## src/rtl/ser_par_conv_param_if.sv

```systemverilog
// Word-side handshake bundle for ser_par_conv_param.
// The master side drives the serial beats, ack and clr_ovr.
// The slave side (the converter) returns the assembled word and status.
// The PARITY_CHECK_EN macro adds the parity_err signal.
interface ser_par_conv_param_if #(
    parameter int unsigned WIDTH = 32,
    parameter int unsigned LANES = 1
);
    logic             En;
    logic [LANES-1:0] Data_in;
    logic             msb_first;
    logic             ack;
    logic             clr_ovr;
    logic [WIDTH-1:0] Data_out;
    logic             write;
    logic             busy;
    logic             overrun;
`ifdef PARITY_CHECK_EN
    logic             parity_err;
`endif

    modport master (
        output En, Data_in, msb_first, ack, clr_ovr,
`ifdef PARITY_CHECK_EN
        input  parity_err,
`endif
        input  Data_out, write, busy, overrun
    );

    modport slave (
        input  En, Data_in, msb_first, ack, clr_ovr,
`ifdef PARITY_CHECK_EN
        output parity_err,
`endif
        output Data_out, write, busy, overrun
    );
endinterface

```

## src/rtl/ser_par_conv_param.sv

```systemverilog
// Serial-to-parallel converter with a one-entry output holding register.
// Each enabled clock accepts LANES bits, and WIDTH/LANES beats form one word.
// A finished word is offered through a write/ack handshake.
// Shifting of the next word goes on while the previous word waits to be taken.
// Optional feature macro: PARITY_CHECK_EN.
// When it is defined, an extra even-parity beat follows each word and parity_err is reported.
module ser_par_conv_param #(
    parameter int unsigned WIDTH = 32,
    parameter int unsigned LANES = 1
) (
    input  logic                 clk,
    input  logic                 rst,
    ser_par_conv_param_if.slave  bus
);
    localparam int unsigned BEATS = WIDTH / LANES;
`ifdef PARITY_CHECK_EN
    localparam int unsigned NBEATS = BEATS + 1;
`else
    localparam int unsigned NBEATS = BEATS;
`endif
    localparam int unsigned CNT_W = $clog2(NBEATS);
    localparam logic [CNT_W-1:0] LAST_CNT = CNT_W'(NBEATS - 1);

    typedef enum logic {StIdle, StShift} asm_state_e;
    typedef enum logic {StEmpty, StFull} out_state_e;

    asm_state_e       r_asm_state;
    out_state_e       r_out_state;
    logic [CNT_W-1:0] r_cnt;
    logic [WIDTH-1:0] r_sr;
    logic             r_msb;
    logic [WIDTH-1:0] r_data;
    logic             r_ovr;
`ifdef PARITY_CHECK_EN
    logic             r_perr;
`endif

    logic             w_msb;
    logic [WIDTH-1:0] w_sr_shift;
    logic             w_done;
    logic             w_data_beat;
    logic [WIDTH-1:0] w_word;
    logic             w_par;

    // msb_first is taken live only on a word's first beat, then held from the latch.
    assign w_msb      = (r_asm_state == StIdle) ? bus.msb_first : r_msb;
    assign w_sr_shift = w_msb ? {r_sr[WIDTH-LANES-1:0], bus.Data_in}
                              : {bus.Data_in, r_sr[WIDTH-1:LANES]};
    assign w_done     = bus.En && (r_cnt == LAST_CNT);

`ifdef PARITY_CHECK_EN
    // The final beat carries parity in lane 0, so the word itself is already in r_sr.
    assign w_data_beat = bus.En && (r_cnt != LAST_CNT);
    assign w_word      = r_sr;
    assign w_par       = ^{r_sr, bus.Data_in[0]};
`else
    assign w_data_beat = bus.En;
    assign w_word      = w_sr_shift;
    assign w_par       = 1'b0;
`endif

    // Assembler and output-stage state; overrun is sticky and set wins over clear.
    always_ff @(posedge clk or negedge rst) begin
        if (!rst) begin
            r_asm_state <= StIdle;
            r_out_state <= StEmpty;
            r_cnt       <= '0;
            r_sr        <= '0;
            r_msb       <= 1'b0;
            r_data      <= '0;
            r_ovr       <= 1'b0;
`ifdef PARITY_CHECK_EN
            r_perr      <= 1'b0;
`endif
        end else begin
            if (bus.En) begin
                if (r_asm_state == StIdle) begin
                    r_msb <= bus.msb_first;
                end
                r_cnt       <= w_done ? '0 : r_cnt + CNT_W'(1);
                r_asm_state <= w_done ? StIdle : StShift;
            end
            if (w_data_beat) begin
                r_sr <= w_sr_shift;
            end

            if (w_done && ((r_out_state == StEmpty) || bus.ack)) begin
                r_data      <= w_word;
                r_out_state <= StFull;
`ifdef PARITY_CHECK_EN
                r_perr      <= w_par;
`endif
            end else if ((r_out_state == StFull) && bus.ack) begin
                r_out_state <= StEmpty;
            end

            if (w_done && (r_out_state == StFull) && !bus.ack) begin
                r_ovr <= 1'b1;
            end else if (bus.clr_ovr) begin
                r_ovr <= 1'b0;
            end
        end
    end

`ifndef PARITY_CHECK_EN
    logic w_unused;
    assign w_unused = w_par;
`endif

    assign bus.Data_out   = r_data;
    assign bus.write      = (r_out_state == StFull);
    assign bus.busy       = (r_cnt != '0);
    assign bus.overrun    = r_ovr;
`ifdef PARITY_CHECK_EN
    assign bus.parity_err = r_perr;
`endif
endmodule
```

## src/flat_wrapper.sv

```systemverilog
// flat-port wrapper written by rule: the top's interface ports become plain ports
module ser_par_conv_param_flat 
#(
    parameter int unsigned WIDTH = 32,
    parameter int unsigned LANES = 1
)
  (clk, rst, bus_En, bus_Data_in, bus_msb_first, bus_ack, bus_clr_ovr, bus_Data_out, bus_write, bus_busy, bus_overrun);
  ser_par_conv_param_if #(.WIDTH(WIDTH), .LANES(LANES)) bus_i ();
  input  logic clk;
  input  logic rst;
  input wire logic [$bits(bus_i.En)-1:0] bus_En;
  input wire logic [$bits(bus_i.Data_in)-1:0] bus_Data_in;
  input wire logic [$bits(bus_i.msb_first)-1:0] bus_msb_first;
  input wire logic [$bits(bus_i.ack)-1:0] bus_ack;
  input wire logic [$bits(bus_i.clr_ovr)-1:0] bus_clr_ovr;
  output wire logic [$bits(bus_i.Data_out)-1:0] bus_Data_out;
  output wire logic [$bits(bus_i.write)-1:0] bus_write;
  output wire logic [$bits(bus_i.busy)-1:0] bus_busy;
  output wire logic [$bits(bus_i.overrun)-1:0] bus_overrun;
  assign bus_i.En = bus_En;
  assign bus_i.Data_in = bus_Data_in;
  assign bus_i.msb_first = bus_msb_first;
  assign bus_i.ack = bus_ack;
  assign bus_i.clr_ovr = bus_clr_ovr;
  assign bus_Data_out = bus_i.Data_out;
  assign bus_write = bus_i.write;
  assign bus_busy = bus_i.busy;
  assign bus_overrun = bus_i.overrun;
  ser_par_conv_param #(.WIDTH(WIDTH), .LANES(LANES)) u_core (.clk(clk), .rst(rst), .bus(bus_i));
endmodule
```

## config.mk

```make
export PLATFORM = sky130hd
export DESIGN_NAME = ser_par_conv_param_flat
export DESIGN_NICKNAME = d
export VERILOG_FILES = /design/src/rtl/ser_par_conv_param_if.sv /design/src/rtl/ser_par_conv_param.sv /design/src/flat_wrapper.sv
export SDC_FILE = /design/constraint.sdc
export NUM_CORES = 1
export LEC_CHECK = 0
export ABC_AREA = 0
export BUFFER_PORTS_ARGS = -buffer_cell sky130_fd_sc_hd__buf_4
export CELL_PAD_IN_SITES_DETAIL_PLACEMENT = 0
export CELL_PAD_IN_SITES_GLOBAL_PLACEMENT = 1
export CORE_ASPECT_RATIO = 2
export CORE_UTILIZATION = 45
export CTS_CLUSTER_SIZE = 8
export DETAILED_ROUTE_END_ITERATION = 12
export GPL_ROUTABILITY_DRIVEN = 0
export PLACE_DENSITY = 0.82
export SKIP_LAST_GASP = 1
export SYNTH_ARGS = -nofsm -noshare
export SYNTH_HDL_FRONTEND = slang
export SYNTH_SLANG_ARGS = --single-unit
```

## constraint.sdc

```tcl
create_clock -name clk -period 2.7 [get_ports clk]
set_clock_uncertainty 0.05 [all_clocks]
set_input_delay 0 -clock clk [delete_from_list [all_inputs] [get_ports clk]]
set_output_delay 0 -clock clk [all_outputs]
set_load 0.01 [all_outputs]
```

==> impl_metrics.py, run 1 <==
metrics = {
    "status": {
        "outcome": "finished, final reports clean",
    },
    "drt": {
        "vias": 2011,
        "antenna_left": 0,
        "first_pass_iters": 4,
        "avgRoutedWirePerCell_um": 13.8,
        "drc": 0,
        "routed_wl_mm": 5.64,
        "drt_iter0_drc": 80,
        "vias_per_cell": 4.90,
    },
    "synthesis": {
        "synth_top_family_by_area": "multiplexers",
        "synth-xor-area-share": 0,
        "yosys.area_share.simple": 0.0525,
        "synthAdderAreaFrac": 0.0118,
        "ys_seq_area_frac": 0.573,
        "synthMuxAreaShare": 0.252,
        "post_synth.cell_area_avg_um2": 12.0,
        "yosysUniqueCellTypes": 21,
        "synth_compound_area_frac": 0.0510,
        "netlist_area_mm2": 0.00319,
        "yosys_register_bits": 73,
        "ys_warn_count": 0,
        "syn_inst": 266,
        "synth_nets": 276,
    },
    "cts": {
        "cts_root_buf": "clkbuf_16",
        "postCtsSetupRepairBufs": 0,
        "numCtsBuffers": 9,
        "path_clk_slew_ns": 0.05,
        "insertion_delay_ns": 0.33,
        "cts_sinks": 73,
        "cts_tree": "built",
        "clk_path_buf_depth": 2,
        "htreeDepth": 3,
    },
    "critical_path": {
        "crit_slowest_cell": "nor2b_4",
        "startpoint": "u_core.r_cnt[0]",
        "cp_num_buf_inv": 1,
        "r2r_slack_ns": 0.54,
        "worstReg2RegStart": "u_core.r_cnt[0]",
        "critPathKind": "flip-flop to flip-flop",
        "cp_max_fo": 15,
        "worstReg2RegEnd": "u_core.bus.Data_out[10]",
        "end_kind": "flip-flop",
        "startpoint_type": "flip-flop",
        "crit_family": "simple AND/OR/NAND/NOR gates",
        "cp_data_arrival_time_ns": 2.36,
        "critPathMaxStageDelay_ns": 0.39,
        "cp-endpoint": "u_core.bus.Data_out[10]",
        "worstRegToRegCells": 7,
        "crit_cells": 7,
        "crit_top_cell": "ha_1",
        "critPathRequiredTime_ns": 2.90,
        "path_cells": "ha_1 -> and3_1 -> ha_1 -> nand2_1 -> nor2b_4 -> buf_4 -> mux2i_1",
    },
    "pwr": {
        "power_density_mw_per_mm2": 1060,
        "p_leak_nw": 1.85,
        "peakVddDrop_v": 0.000457,
        "p_total_mw": 4.19,
    },
    "timing": {
        "fmax_mhz": 462,
        "setup_tns_ns": 0,
        "period_share": 0.802,
        "grt_setup_unrepaired": "false",
        "hold_viol": 0,
        "slew_viol_final": 0,
        "setup_viol": 0,
        "min_period_ns": 2.16,
        "tightest_slew_ns": 0.901,
        "relSlewSlack": 0.399,
        "layout_setup_ws_ns": 0.536,
    },
    "global_route": {
        "grt_pass1_wl_mm": 9.36,
        "grtUsageTotal": 0.175,
        "grt_start_max_net_pins": 74,
        "antenna_found_initial": 0,
        "grt_pass1_vias": 2024,
        "grt-ovfl-total": 0,
    },
    "placed_design": {
        "place_inst": 388,
        "detailed_place_hpwl_mm": 3.68,
        "dp_slack_ns": 0.514,
        "io_buffers": 41,
        "placed_cell_area_mm2": 0.00358,
    },
    "finish": {
        "drive_above_1_share": 0.272,
        "antenna_cells": 0,
        "nets": 325,
        "area_growth_pct": 23.2,
        "final_cell_area_mm2": 0.00393,
        "n_fill_cell": 631,
        "fin_cells": 410,
    },
    "floorplan": {
        "start_util": 0.463,
        "core.rowCount": 43,
        "core-area_mm2": 0.00689,
        "dieArea_mm2": 0.00745,
        "die_y_um": 121,
        "io_pins": 42,
        "die_w_um": 61.5,
    },
    "worst_hold_path": {
        "min_path_type": "primary input to flip-flop",
    },
    "job": {
        "drv_cap": 0,
    },
}
==> per-layer routing <==
layer  GRT usage  vias to the layer above  wire (um)
met3      0.0373                       14        163
met4       0.108                        0        183
met5           0                        -          0
met2       0.270                       37       2870
met1       0.214                      970       2430
li1            -                      990          -
==> placed cells by master (no fill, tap or decap) <==
master / n
nand3_1: 2
dlygate4sd3_1: 6
nor2b_1: 1
clkinv_2: 2
a21oi_1: 25
and3_1: 1
mux2_4: 3
clkbuf_16: 9
nand2_1: 4
o22ai_1: 2
mux2_2: 21
buf_4: 46
mux2i_4: 1
inv_1: 30
nor2_1: 26
mux2i_1: 50
nand2b_1: 3
nor2b_4: 1
clkbuf_1: 1
o21ai_0: 5
nand3b_1: 1
dfrtp_1: 73
ha_1: 3
clkbuf_8: 4
==> where the power goes <==
group          internal, mW  switching, mW
registers              1.53          0.305
logic                 0.660          0.562
clock network         0.719          0.415
total                  2.90           1.28
==> through the flow <==
step	hold slack (ns)	util
6_report	0.0585	0.571
5_1_grt	0.0980	0.571
3_5_place_dp	0.137	0.519
2_1_floorplan	-0.346	-
4_1_cts	0.0495	0.571
3_3_place_gp	0.134	0.519
==> cells in the mapped netlist (all sizes together) <==
cell type | number | area share
mux2i | 51 | 0.16
nor2 | 26 | 0.031
a21oi | 25 | 0.039
nand2 | 4 | 0.0047
dfrtp | 73 | 0.57
inv | 30 | 0.035
o22ai | 2 | 0.0039
buf | 7 | 0.016
and3 | 1 | 0.0020
nor2b | 2 | 0.0039
o21ai | 5 | 0.0078
nand3 | 2 | 0.0031
clkbuf | 7 | 0.0082
ha | 3 | 0.012
nand3b | 1 | 0.0024
nand2b | 3 | 0.0059
mux2 | 24 | 0.088
==> state kept, by name, indices dropped and copies added (netlist names) <==
name / cells
u_core.bus.Data_out: 32
u_core.r_sr: 32
u_core.r_cnt: 5
u_core.bus.overrun: 1
u_core.bus.write: 1
u_core.r_asm_state: 1
u_core.r_msb: 1
==> logic make-up (layout without fill, tap and decap cells) <==
kind of cell | count (synthesis) | after routing
mux | 75 | 75
buf+inv | 44 | 98
flops | 73 | 73
compound gates | 32 | 32
simple gates | 39 | 39
fa+ha+maj | 3 | 3
==> what timing repair did <==
| action | in CTS | in global routing |
|---|---|---|
| resized for setup | 0 | 0 |
| hold endpoints to repair | 77 | 0 |
| hold buffers | 6 | 0 |
==> worst min-delay path by stage <==
stage,slack (ns),endpoint,cells past startpoint,from
final,0.06,u_core.r_msb,3,bus_msb_first
after global routing,0.1,u_core.r_msb,3,bus_msb_first
after CTS,0.05,u_core.r_msb,3,bus_msb_first
after detailed placement,0.14,u_core.bus.Data_out[3],1,rst
after global placement,0.13,u_core.bus.Data_out[4],1,rst
after floorplan,-0.35,u_core.bus.Data_out[0],0,rst
==> final cells by class <==
cell class | count | area (um2) | area share
sequential | 73 | 1830 | 0.465
multi-input combinational | 149 | 1180 | 0.300
timing repair buffer | 52 | 405 | 0.103
clock buffer | 14 | 284 | 0.0722
inverter | 30 | 113 | 0.0286
tap | 90 | 113 | 0.0286
clock inverter | 2 | 10.0 | 0.00255
==> worst min-delay path, stage by stage <==
cell and delay (ns):
buf_4 0.09, mux2i_4 0.13, a21oi_1 0.17
Note: power is estimated with default switching activity, not from simulation.
==> run 2: changes to the inputs <==
Clock period 2.7 ns to 2.2 ns, I/O delays scaled along.
==> impl_metrics.py, run 2 (same netlist as run 1, synthesis figures left out) <==
metrics = {
    "status": {
        "outcome": "finished, final reports clean",
    },
    "worst_hold_path": {
        "min_path_type": "primary input to flip-flop",
    },
    "timing": {
        "min_period_ns": 1.98,
        "setup_tns_ns": 0,
        "slew_viol_final": 0,
        "setup_viol": 0,
        "fmax_mhz": 504,
        "period_share": 0.901,
        "relSlewSlack": 0.390,
        "hold_slack_ns": 0.0486,
        "grt_setup_unrepaired": "false",
        "tightest_slew_ns": 0.915,
        "hold_viol": 0,
    },
    "drt": {
        "routed_wl_mm": 5.73,
        "drt_iter0_drc": 61,
        "avgRoutedWirePerCell_um": 13.9,
        "vias": 2037,
        "drc": 0,
        "antenna_left": 0,
        "vias_per_cell": 4.93,
        "first_pass_iters": 4,
    },
    "finish": {
        "n_fill_cell": 630,
        "nets": 329,
        "final_cell_mix": "73 x dfrtp_1, 50 x mux2i_1, 48 x buf_4",
        "utilization": 0.582,
        "final_common_cell": "dfrtp_1",
        "area_growth_pct": 25.6,
        "drive_above_1_share": 0.282,
        "antenna_cells": 0,
    },
    "pwr": {
        "peakVddDrop_v": 0.00106,
        "power_density_mw_per_mm2": 1320,
        "p_leak_nw": 1.89,
    },
    "critical_path": {
        "worstReg2RegEnd": "u_core.bus.overrun",
        "startpoint": "u_core.r_cnt[0]",
        "cp_data_arrival_time_ns": 2.14,
        "critPathRequiredTime_ns": 2.36,
        "worstRegToRegCells": 6,
        "worstReg2RegStart": "u_core.r_cnt[0]",
        "end_kind": "flip-flop",
        "cp-endpoint": "u_core.bus.overrun",
        "startpoint_type": "flip-flop",
        "cp_max_fo": 5,
        "r2r_slack_ns": 0.22,
        "critPathKind": "flip-flop to flip-flop",
    },
    "floorplan": {
        "start_util": 0.463,
        "dieArea_mm2": 0.00745,
        "core-area_mm2": 0.00689,
        "die_y_um": 121,
        "io_pins": 42,
        "die_w_um": 61.5,
        "core.rowCount": 43,
    },
    "cts": {
        "cts_root_buf": "clkbuf_16",
        "numCtsBuffers": 9,
        "clk_path_buf_depth": 2,
        "path_clk_slew_ns": 0.05,
        "cts_sinks": 73,
        "cts_tree": "built",
        "htreeDepth": 3,
        "insertion_delay_ns": 0.33,
    },
    "global_route": {
        "grtUsageTotal": 0.177,
        "grt_pass1_wl_mm": 9.43,
        "grt-ovfl-total": 0,
        "grt_pass1_vias": 1988,
        "grt_start_max_net_pins": 74,
        "antenna_found_initial": 0,
    },
    "job": {
        "drv_cap": 0,
    },
    "placed_design": {
        "io_buffers": 41,
        "detailed_place_hpwl_mm": 3.67,
    },
}
## run 2: cell count changes in the layout (fill, tap and decap cells not counted), sizes merged
cell / before / now
bufinv: 0 / 1
buf: 46 / 50
clkinv: 2 / 1
clkbuf: 14 / 13
## run 2: repair_timing
item	4_1_cts	5_1_grt
hold buffers	6	0
gates resized for setup	0	0
setup endpoints to repair	0	13
buffers inserted	0	3
hold endpoints to repair	77	0
## run 2: layout make-up
cell class                      instances  area, um2  area share
Clock buffer                           13        280      0.0699
Clock inverter                          2       35.0     0.00874
Inverter                               30        113      0.0281
Multi-Input combinational cell        149       1180       0.294
Sequential cell                        73       1830       0.456
Tap cell                               90        113      0.0281
Timing Repair Buffer                   56        460       0.115
## run 2: worst max-delay path, stage by stage, from the launching register on
cell           delay (ns)
dfrtp_1              0.39
ha_1                 0.22
and3_1               0.18
ha_1                 0.22
nand2_1              0.15
o22ai_1              0.08
dlygate4sd3_1        0.56
## run 2: metal layers
metal  global-route usage  vias up  share of wire
met3               0.0544        9          0.028
met4               0.0917        0          0.025
met2                0.266       32           0.51
li1                     -      995              -
met1                0.225     1001           0.44
met5                    0        -              0
## run 2: worst min-delay path by stage
stage	from	endpoint	slack, ns	cells past startpoint
CTS	bus_msb_first	u_core.r_msb	0.04	3
global placement	rst	u_core.bus.Data_out[3]	0.14	1
detailed placement	rst	u_core.bus.Data_out[4]	0.14	1
floorplan	rst	u_core.bus.Data_out[0]	-0.35	0
finish	bus_msb_first	u_core.r_msb	0.05	3
global route	bus_msb_first	u_core.r_msb	0.1	3
## run 2: report_power, final
part	internal [mW]	leakage, nW	switching (mW)	total, mW
combinational	0.817	0.956	0.690	1.51
clock	0.992	0.158	0.516	1.51
sequential	1.87	0.772	0.383	2.26
## run 2: through the flow
step | setup WS [ns] | instance area, um2 | instances | total power [mW]
2_1_floorplan | 0.235 | 3190 | 266 | 3.14
3_3_place_gp | 0.195 | 3600 | 389 | 3.74
3_5_place_dp | 0.150 | 3600 | 389 | 3.79
4_1_cts | 0.123 | 3970 | 410 | 5.33
5_1_grt | 0.116 | 4010 | 413 | 5.61
6_report | 0.218 | 4010 | 413 | 5.27
==> run 3: changes to the inputs <==
Settings changed: MAX_ROUTING_LAYER from default to met4.
==> impl_metrics.py, run 3 (same netlist as run 1, synthesis figures left out) <==
metrics = {
    "status": {
        "outcome": "finished, final reports clean",
    },
    "pwr": {
        "p_leak_nw": 1.89,
        "power_density_mw_per_mm2": 1310,
        "peakVddDrop_v": 0.00106,
        "p_total_mw": 5.27,
    },
    "finish": {
        "area_growth_pct": 25.6,
        "n_fill_cell": 630,
        "ff_latch_area_mm2": 0.00183,
        "final_cell_mix": "73 x dfrtp_1, 50 x mux2i_1, 48 x buf_4",
        "final_cell_area_mm2": 0.00401,
        "multi_input_area_mm2": 0.00118,
        "nets": 329,
        "drive_above_1_share": 0.282,
        "antenna_cells": 0,
        "final_common_cell": "dfrtp_1",
    },
    "job": {
        "drv_cap": 0,
    },
    "critical_path": {
        "cp_data_arrival_time_ns": 2.14,
        "cp-endpoint": "u_core.bus.overrun",
        "critPathKind": "flip-flop to flip-flop",
        "startpoint_type": "flip-flop",
        "r2r_slack_ns": 0.22,
        "worstReg2RegEnd": "u_core.bus.overrun",
        "worstReg2RegStart": "u_core.r_cnt[0]",
        "startpoint": "u_core.r_cnt[0]",
        "worstRegToRegCells": 6,
        "critPathRequiredTime_ns": 2.36,
        "end_kind": "flip-flop",
        "cp_max_fo": 5,
    },
    "cts": {
        "cts_root_buf": "clkbuf_16",
        "insertion_delay_ns": 0.33,
        "path_clk_slew_ns": 0.05,
        "cts_sinks": 73,
        "cts_tree": "built",
        "numCtsBuffers": 9,
        "clk_path_buf_depth": 2,
        "ctsResizeCount": 0,
        "htreeDepth": 3,
    },
    "floorplan": {
        "start_util": 0.463,
        "io_pins": 42,
        "core-area_mm2": 0.00689,
        "die_y_um": 121,
        "dieArea_mm2": 0.00745,
        "die_w_um": 61.5,
        "core.rowCount": 43,
    },
    "placed_design": {
        "io_buffers": 41,
        "detailed_place_hpwl_mm": 3.67,
        "placed_cell_area_mm2": 0.00360,
        "dp_slack_ns": 0.150,
    },
    "drt": {
        "drt_iter0_drc": 64,
        "vias_per_cell": 4.97,
        "first_pass_iters": 4,
        "drc": 0,
        "vias": 2053,
        "antenna_left": 0,
        "avgRoutedWirePerCell_um": 13.8,
        "routed_wl_mm": 5.71,
    },
    "timing": {
        "grt_setup_unrepaired": "false",
        "hold_slack_ns": 0.0486,
        "layout_setup_ws_ns": 0.218,
        "period_share": 0.901,
        "setup_tns_ns": 0,
        "setup_viol": 0,
        "slew_viol_final": 0,
        "hold_viol": 0,
        "relSlewSlack": 0.387,
        "min_period_ns": 1.98,
        "fmax_mhz": 504,
        "tightest_slew_ns": 0.919,
    },
    "global_route": {
        "grt_start_max_net_pins": 74,
        "grt-ovfl-total": 0,
        "grt_pass1_vias": 1988,
        "grtUsageTotal": 0.182,
        "grt_pass1_wl_mm": 9.43,
        "antenna_found_initial": 0,
    },
    "worst_hold_path": {
        "min_path_type": "primary input to flip-flop",
    },
}
run 3: cell counts in the layout (fill, tap and decap cells not counted):
Identical to the previous run, type by type.
run 3: worst min path at each step:
stage                       start                endpoint  slack [ns]  cells after the start
floorplan                     rst  u_core.bus.Data_out[0]       -0.35                      0
global placement              rst  u_core.bus.Data_out[3]        0.14                      1
detailed placement            rst  u_core.bus.Data_out[4]        0.14                      1
CTS                 bus_msb_first            u_core.r_msb        0.04                      3
global route        bus_msb_first            u_core.r_msb         0.1                      3
finish              bus_msb_first            u_core.r_msb        0.05                      3
run 3: stage by stage:
stage                util  cells
global placement    0.522    389
finish              0.582    413
global route        0.582    413
detailed placement  0.522    389
floorplan               -    266
CTS                 0.577    410
run 3: area by class of cell:
class,instances,area share
clock buffers,13,0.0699
clock inverters,2,0.00874
inverters,30,0.0281
multi-input cells,149,0.294
flip-flops and latches,73,0.456
well taps,90,0.0281
repair buffers,56,0.115
run 3: critical path, cell delays in order (launching register included):
cell	delay, ns
dfrtp_1	0.39
ha_1	0.22
and3_1	0.18
ha_1	0.22
nand2_1	0.15
o22ai_1	0.08
dlygate4sd3_1	0.56
run 3: repair_timing:
action	4_1_cts	5_1_grt
hold buffers	6	0
endpoints found under the hold margin	77	0
setup buffers	0	3
endpoints found under the setup margin	0	13
run 3: layer usage:
layer  part of all wire  vias up  GRT usage
li1                   -      999          -
met1               0.43     1009      0.226
met2               0.52       37      0.265
met3              0.029        8     0.0544
met4              0.018        0     0.0917
met5                  0        -          -
run 3: where the power goes:
group	switching, mW	internal, mW
sequential	0.383	1.87
clock	0.513	0.992
combinational	0.690	0.817
